$ cat config.mk
export PLATFORM = sky130hd
export DESIGN_NAME = blc_pipe
export DESIGN_NICKNAME = d
export VERILOG_FILES = /design/src/rtl/blc_pkg.sv /design/src/rtl/blc_lane.sv /design/src/rtl/blc_pipe.sv
export SDC_FILE = /design/constraint.sdc
export NUM_CORES = 1
export LEC_CHECK = 0
export ABC_AREA = 1
export CORE_MARGIN = 1
export CORE_UTILIZATION = 55
export CTS_CLUSTER_DIAMETER = 80
export DETAILED_ROUTE_END_ITERATION = 10
export PLACE_DENSITY_LB_ADDON = 0.2
export SETUP_SLACK_MARGIN = 0.02
export SYNTH_ARGS = -nofsm -noshare
export SYNTH_HDL_FRONTEND = slang
export SYNTH_HIERARCHICAL = 1
export SYNTH_SLANG_ARGS = --single-unit
$ cat constraint.sdc
create_clock -name clock -period 2.85 [get_ports clock]
set_clock_uncertainty 0.15 [all_clocks]
set_input_delay 0.4275 -clock clock [delete_from_list [all_inputs] [get_ports clock]]
set_output_delay 0.4275 -clock clock [all_outputs]
set_load 0.1 [all_outputs]
$ cat src/rtl/blc_pkg.sv
// Shared constants for the black-level correction pipeline.
package blc_pkg;

  localparam logic [1:0] BLC_MODE_BYPASS = 2'd0;
  localparam logic [1:0] BLC_MODE_CLAMP  = 2'd1;
  localparam logic [1:0] BLC_MODE_WRAP   = 2'd2;

  localparam int BLC_STAGES = 3;

  // Encoding 3 is an alias of CLAMP; fold it once at capture time.
  function automatic logic [1:0] blc_norm_mode(input logic [1:0] m);
    return (m == 2'd3) ? BLC_MODE_CLAMP : m;
  endfunction

endpackage

$ cat src/rtl/blc_lane.sv
// One colour channel: S2 difference register, S3 mode application and output register.
module blc_lane import blc_pkg::*; #(
  parameter int DATA_WIDTH = 12
) (
  input  logic                  clock,
  input  logic                  reset,
  input  logic                  advance,
  input  logic [DATA_WIDTH-1:0] s1_data,
  input  logic [DATA_WIDTH-1:0] s1_offset,
  input  logic [1:0]            s2_mode,
  output logic                  clip,
  output logic [DATA_WIDTH-1:0] data_out
);

  // MSB of the extended difference is the borrow, i.e. the sign of d - o.
  logic [DATA_WIDTH:0]   s2_diff;
  logic [DATA_WIDTH-1:0] s2_data;
  logic [DATA_WIDTH-1:0] res;

  // S2 difference and S3 result registers, moving in lockstep with the valid pipe
  always_ff @(posedge clock) begin
    if (reset) begin
      s2_diff  <= '0;
      s2_data  <= '0;
      data_out <= '0;
    end else if (advance) begin
      s2_diff  <= {1'b0, s1_data} - {1'b0, s1_offset};
      s2_data  <= s1_data;
      data_out <= res;
    end
  end

  // Apply the correction mode to the S2 difference
  always_comb begin
    res  = s2_diff[DATA_WIDTH-1:0];
    clip = 1'b0;
    case (s2_mode)
      BLC_MODE_BYPASS: res = s2_data;
      BLC_MODE_WRAP:   res = s2_diff[DATA_WIDTH-1:0];
      default: begin
        clip = s2_diff[DATA_WIDTH];
        res  = clip ? '0 : s2_diff[DATA_WIDTH-1:0];
      end
    endcase
  end

endmodule

$ cat src/rtl/blc_pipe.sv
// Three-stage black-level correction pipeline with valid/ready flow control
// and a saturating count of clamped samples.
module blc_pipe import blc_pkg::*; #(
  parameter int DATA_WIDTH = 12,
  parameter int CHANNELS   = 3,
  parameter int CNT_WIDTH  = 16
) (
  input  logic                           clock,
  input  logic                           reset,
  input  logic                           u_i_ready,
  output logic                           i_i_ready,
  input  logic [CHANNELS*DATA_WIDTH-1:0] data_in,
  input  logic [CHANNELS*DATA_WIDTH-1:0] aux_in,
  input  logic                           u_r_ready,
  output logic                           i_r_ready,
  output logic [CHANNELS*DATA_WIDTH-1:0] data_out,
  output logic [CHANNELS*DATA_WIDTH-1:0] aux_out,
  input  logic                           cfg_we,
  input  logic [CHANNELS*DATA_WIDTH-1:0] cfg_offset,
  input  logic [1:0]                     cfg_mode,
  input  logic                           clear_stats,
  output logic [CNT_WIDTH-1:0]           clip_count
);

  localparam int NW = $clog2(CHANNELS + 1);
  localparam int SW = CNT_WIDTH + NW;

  logic [BLC_STAGES:1]                   vld_pipe;
  logic                                  advance;
  logic [CHANNELS-1:0][DATA_WIDTH-1:0]   offset_q;
  logic [CHANNELS-1:0][DATA_WIDTH-1:0]   s1_data;
  logic [CHANNELS-1:0][DATA_WIDTH-1:0]   s1_offset;
  logic [CHANNELS-1:0][DATA_WIDTH-1:0]   lane_out;
  logic [CHANNELS*DATA_WIDTH-1:0]        s1_aux;
  logic [CHANNELS*DATA_WIDTH-1:0]        s2_aux;
  logic [1:0]                            s1_mode;
  logic [1:0]                            s2_mode;
  logic [CHANNELS-1:0]                   clip;
  logic [NW-1:0]                         n_clip;
  logic [SW-1:0]                         cnt_sum;

  // The whole pipe moves together; only a full, blocked S3 stops it.
  assign advance   = !vld_pipe[BLC_STAGES] || u_r_ready;
  assign i_i_ready = advance;
  assign i_r_ready = vld_pipe[BLC_STAGES];
  assign data_out  = lane_out;

  // Offset register; a beat accepted on the write cycle still sees the old value
  always_ff @(posedge clock) begin
    if (reset)       offset_q <= '0;
    else if (cfg_we) offset_q <= cfg_offset;
  end

  // Valid shift register; empty slots shift along like beats
  always_ff @(posedge clock) begin
    if (reset)        vld_pipe <= '0;
    else if (advance) vld_pipe <= {vld_pipe[BLC_STAGES-1:1], u_i_ready};
  end

  // S1 capture plus the aux/mode sideband travelling alongside the lanes
  always_ff @(posedge clock) begin
    if (reset) begin
      s1_data   <= '0;
      s1_offset <= '0;
      s1_aux    <= '0;
      s1_mode   <= '0;
      s2_aux    <= '0;
      s2_mode   <= '0;
      aux_out   <= '0;
    end else if (advance) begin
      s1_data   <= data_in;
      s1_offset <= offset_q;
      s1_aux    <= aux_in;
      s1_mode   <= blc_norm_mode(cfg_mode);
      s2_aux    <= s1_aux;
      s2_mode   <= s1_mode;
      aux_out   <= s2_aux;
    end
  end

  for (genvar c = 0; c < CHANNELS; c++) begin : g_lane
    blc_lane #(.DATA_WIDTH(DATA_WIDTH)) u_lane (
      .clock     (clock),
      .reset     (reset),
      .advance   (advance),
      .s1_data   (s1_data[c]),
      .s1_offset (s1_offset[c]),
      .s2_mode   (s2_mode),
      .clip      (clip[c]),
      .data_out  (lane_out[c])
    );
  end

  // Number of channels clamped in the beat currently in S2
  always_comb begin
    n_clip = '0;
    for (int c = 0; c < CHANNELS; c++) n_clip = n_clip + NW'(clip[c]);
  end

  assign cnt_sum = SW'(clip_count) + SW'(n_clip);

  // Saturating clip counter, bumped as a valid beat moves S2 -> S3; clear wins
  always_ff @(posedge clock) begin
    if (reset || clear_stats) begin
      clip_count <= '0;
    end else if (advance && vld_pipe[BLC_STAGES-1]) begin
      if (|cnt_sum[SW-1:CNT_WIDTH]) clip_count <= '1;
      else                          clip_count <= cnt_sum[CNT_WIDTH-1:0];
    end
  end

endmodule

==> results.md <==
* Ratio of cells with drive above 1 in the final layout at under 10%
* Routed wire length at approximately 37000 um
* Sequential cell area fraction in the yosys report at between 40% and 50%
* Design Power at 0.0122 W
* Netlist cell types at 35
* Setup TNS at 0 ps
* Max H-tree Level at 2
* Via/cell ratio at about 5.2
* CTS Buffer Depth at 3
* Core Box Area at between 0.02 and 0.03 mm2
* M2 GR Usage at between 40% and 50%
* Min cycle time layout at between 2000 and 3000 ps
* FFs w/ async S/R, synth at 0%
* Post-synth EDFFs at 0
* Vias in the first global route at between 10000 and 15000
* Startpoint type of the worst setup path: flop
* Busiest metal layer after global routing: met2
* Top FF cell, synth: dfxtp_1
* Clock root buffer: clkbuf_16
* Min-Delay Path Class: in2reg
* Yosys synthesis warning count at 6
* Sink Count at 350
* Period utilization at between 80% and 90%
* Area share of the largest cell type after synthesis at 46.6%
* DIE AREA at 0.0280 mm2
* Most frequent cells in the layout: nor2_1, dfxtp_1, o21ai_0
* GRT Total Usage at a little over a quarter
* Max-slew violations at 0
* Initial antenna violation count at 6
* Post-DP HPWL at about 25000 um
* WP data required at 3120 ps
* First-pass GRT wire length at 62300 um
* Max IR drop VDD at between 500 and 600 uV
* Synth area leader: dfxtp_1
* Final nets at 2424
* Worst endpoint data arrival time at 2820 ps
* Post-Syn Instances at 2099
* GRT overflow at 0
* Die width at between 150 and 200 um
* Synth top area cells: dfxtp_1, nor2_1, o21ai_0
* Syn nets at 2258
* Initial core utilization at a little under three fifths
* Hold Fails Final Rpt at 0
* Status: finished, final reports clean
* # rows at 60
* WL/cell at roughly 14 um
* Post-CTS Setup Bufs at 0
* Total number of vias at approximately 14000
* Max Cap Violations at 0
* Pin count of the biggest net entering global routing at between 90 and 100
* P per Cell Area at about 660 mW/mm2
* DRT iter0 DRCs at about 1300
* DRC at 0
* CTS resizes at 0
* Worst slew pin tran at 872 ps
* Fin util at roughly two thirds
* Synth Register Bits at 350
* M3 GR Usage at 6.59%
* Post-route ant nets at 0
* Critical path type: reg2reg
* Area grow syn2layout at 21.5%
* Die height at roughly 170 um
* Gp weighted congestion at 0.895
* Clock latency on the worst-skew pair at approximately 530 ps
* Mapped cell area at 0.0150 mm2
* Buffers on Ports at 205
* Slew margin rel. at a little over two fifths
* TritonRoute pass-1 iters at 5
* Met1 GRT Util at 36.5%
* Unrepaired setup endpoints after global routing: false
* Clk slew on worst S/H paths at approximately 60 ps
* # setup viols final at 0
* TritonCTS clock tree: yes
* Leakage at about 8.2 nW
* FMAX at between 300 and 400 MHz
* Post-CTS Hold Buffers at 0
* Synth Area per Inst at roughly 7 um2
* Nature of the critical path endpoint: flop
* CP max FO at 14
* Commonest non-fill, non-tap cell in the layout: nor2_1
* Number of buffers created by CTS at 37
* IO Count at 206
path summary, 6_finish.rpt:
kind / depth (start not counted) / slack [ps] / to / startpoint
hold / removal: 2 / 300 / vld_pipe[3]$_SDFFE_PP0N_ / reset
hold reg to reg: 2 / 310 / g_lane[1].u_lane/data_out[1]$_SDFFE_PP0P_ / g_lane[1].u_lane/s2_diff[1]$_SDFFE_PP0P_
setup reg to reg: 13 / 300 / clip_count[14]$_SDFFE_PP0P_ / s2_mode[0]$_SDFFE_PP0N_
setup / recovery: 13 / 300 / clip_count[14]$_SDFFE_PP0P_ / s2_mode[0]$_SDFFE_PP0N_
stage by stage:
| stage | std cells | worst slack, ps | hold slack [ps] | area, um2 |
|---|---|---|---|---|
| 2_1_floorplan | 2099 | 113 | 283 | 15000 |
| 3_3_place_gp | 2567 | 398 | 297 | 17100 |
| 3_5_place_dp | 2567 | 304 | 296 | 17100 |
| 4_1_cts | 2625 | 306 | 289 | 18300 |
| 5_1_grt | 2625 | 81.6 | 323 | 18300 |
| 6_report | 2628 | 299 | 299 | 18300 |
routing by layer:
metal  share of wire (%)  vias to the layer above
li1                    -                     7025
met1                  47                     6163
met2                  44                      350
met3                 7.2                       59
met4                 1.9                        6
met5                0.13                        -
where the power goes:
part	switching, W	internal [W]	leakage, nW
registers	0.000208	0.00525	2.89
logic	0.00140	0.000734	4.77
clock network	0.00193	0.00263	0.555
total	0.00354	0.00861	8.21
synthesized netlist by cell type (8+ instances only):
cell type    n
nand4_1     14
buf_2       34
a21oi_1    104
xor2_1       8
nand2_2      8
o21ai_0    313
dfxtp_1    350
nand3_1     61
clkbuf_1    61
nand2_1    243
nand3_2     11
inv_1      170
nor2_1     609
ha_1        38
cell type report:
class	count	area, um2
Antenna cell	3	7.51
Clock buffer	53	1080
Clock inverter	5	60.1
Fill cell	2317	8590
Inverter	178	676
Multi-Input combinational cell	1463	6880
Sequential cell	350	7010
Tap cell	341	427
Timing Repair Buffer	235	2150
state kept, by name, indices dropped and copies added, names as in the netlist, 3 cells and up:
signal	count
aux_out	36
clip_count	16
g_lane.u_lane/data_out	36
g_lane.u_lane/s2_data	36
g_lane.u_lane/s2_diff	39
offset_q	36
s1_aux	36
s1_data	36
s1_offset	36
s2_aux	36
vld_pipe	3
cell families after synthesis:
family	count (synthesis)	synth area share, %
and+or+nand+nor	969	26.2
AOI/OAI and AO/OA	439	15.0
DFF	350	46.6
buffers and inverters	286	7.79
adders and majority gates	43	3.82
xor gates and xnor gates	12	0.698
critical path: stages, from the launching register on:
cell     delay [ps]
dfxtp_1         360
nand2_1          60
inv_1            90
fa_1            430
ha_1            220
fa_1            390
nand2_1         150
nor2_4           70
nand2_4          90
nor2_8           50
nand2_4         170
nand3_1         120
nand2_1          70
inv_1            30
(Power assumes the default switching activity.)
==> RTL edit: new RTL, config.mk and constraints unchanged <==
Change the parameter `CHANNELS` from 3 to 5.
--- a/src/rtl/blc_pipe.sv
+++ b/src/rtl/blc_pipe.sv
@@ -3,5 +3,5 @@
 module blc_pipe import blc_pkg::*; #(
   parameter int DATA_WIDTH = 12,
-  parameter int CHANNELS   = 3,
+  parameter int CHANNELS   = 5,
   parameter int CNT_WIDTH  = 16
 ) (
Interface: changed (5 resized); port bits go from 206 to 326. The function was not compared with the original's and may differ.
==> RTL edit against the unedited design <==
- the run now ends with setup timing left
- global-route usage grew 3.0 points
- sequential cell count up 218
- fmax shrank 13%
- design area rose by 62%
- first-iteration DRC count up 41%
- total power rose by 63%
- area after synthesis increased by 62%
- non-clock buffer count rose by 155
- critical path depth stayed put
- routed wire length up 80%
- sequential power is 63% higher
- worst setup slack lost 0.38 ns
- via count rose by 67%
- critical path type unchanged
- largest power group unchanged
==> RTL edit: results (changes against the unedited design) <==
- Run status: finished with violations (was completed)
- Failing checks: setup timing
- Final worst slack: -0.0836 ns (was 0.299 ns)
- Buffering overhead: 11.8% (was 11.7%)
- Met1 usage: 37.6% (was 36.5%)
- Post-synth top cells: nor2_1, dfxtp_1, o21ai_0 (unchanged)
- WL met3: 4900 um (was 2680 um)
- Sequential Area: 11400 um^2 (was 7010 um^2)
- Global-route wire length before repair: 109000 um (was 62300 um)
- Number of flip-flops in the largest register: 65 (was 39)
- Worst slew pin tran: 0.995 ns (was 0.872 ns)
- Crit Path Max Fanout: 4 (was 14)
- Hold Path Sink: g_lane[2].u_lane/s2_diff[9] (was vld_pipe[3])
- Nets: 3914 (was 2424)
- Met2 WL: 31500 um (was 16500 um)
- Final setup viols: 14 (was 0)
- LEAKAGE: 13.4 nW (was 8.21 nW)
- Resize count post-CTS: 3 (was 0)
- CP max stage delay: 0.50 ns (was 0.43 ns)
- Post-synthesis sequential area ratio: 46.7% (was 46.6%)
- DR WL/cell: 15.8 um (was 14.2 um)
- Non-clock buffers: 390 (was 235)
- CTS Buf Count: 56 (was 37)
- Yosys cell types: 38 (was 35)
- CP arrival: 3.32 ns (was 2.82 ns)
- Routed vias: 22700 (was 13600)
- Clock-cell share: 6.07% (was 6.22%)
- Met1 WL: 29100 um (was 17400 um)
- Syn Nets: 3645 (was 2258)
- Multi-input gates: 2359 (was 1463)
- I/O Buffers: 325 (was 205)
- M3 GR Usage: 6.93% (was 6.59%)
- Max VDD drop: 0.527 mV (was 0.511 mV)
- WHS Path Cells: 4 (was 2)
- Filler cells: 3702 (was 2317)
- Area of the multi-input gates: 11200 um^2 (was 6880 um^2)
- Largest net degree at the start of global routing: 114 (was 97)
- Post-CTS setup buffers: 4 (was 0)
- M2 GR Usage: 49.5% (was 42.1%)
- DP Wirelength: 46700 um (was 25300 um)
- GRT Util Overall: 29.7% (was 26.7%)
## RTL edit: changes by cell type after synthesis, sizes merged, moves of 26 or more
cell / delta
a21oi: +68
buf: +32
clkbuf: +38
dfxtp: +218
ha: +26
inv: +100
nand2: +136
nand3: +36
nor2: +388
o21ai: +207
## RTL edit: power by group through the flow
| stage | clock [mW] | sequential [mW] | combinational (mW) |
|---|---|---|---|
| final | 7.31 | 8.88 | 3.65 |
| after global routing | 7.73 | 8.93 | 4.04 |
| after CTS | 7.42 | 8.87 | 3.65 |
| after detailed placement | 0 | 9.04 | 3.61 |
| after global placement | 0 | 9.02 | 3.57 |
| after floorplan | 0 | 9.70 | 1.88 |
## RTL edit: worst max path at each step
stage / start / endpoint / slack, ns
floorplan: clip_count[0] / clip_count[14] / -0.04
global placement: s2_mode[0] / clip_count[14] / -0.1
detailed placement: s2_mode[0] / clip_count[14] / -0.13
CTS: s2_mode[0] / clip_count[14] / -0.05
global route: s2_mode[0] / clip_count[14] / -0.22
finish: s2_mode[0] / clip_count[2] / -0.08
## RTL edit: kinds of logic after synthesis
logic type,share of synthesized area [%]
compound gates,15.1
xor+xnor,0.647
fa+ha+maj,3.94
buf+inv,7.81
flops,46.7
simple gates,25.8
## RTL edit: metrics by stage
stage                     instances  cell area [um^2]  setup slack, ns  TNS [ns]  hold slack, ns
final                          4277             29700          -0.0836    -0.785           0.185
after global routing           4277             29700           -0.225     -2.65           0.209
after CTS                      4277             29600          -0.0506    -0.407           0.163
after detailed placement       4176             27800           -0.133    -0.490           0.302
after global placement         4176             27800          -0.0994    -0.299           0.296
after floorplan                3385             24400          -0.0385   -0.0518           0.283
## RTL edit: critical path: cells and delay by family, from the launching register on
family          cells  cell delay (ns)
fa+ha+maj           4             1.30
buf+inv             4             0.33
compound gates      2             0.43
simple gates        3             0.29
flops               1             0.36
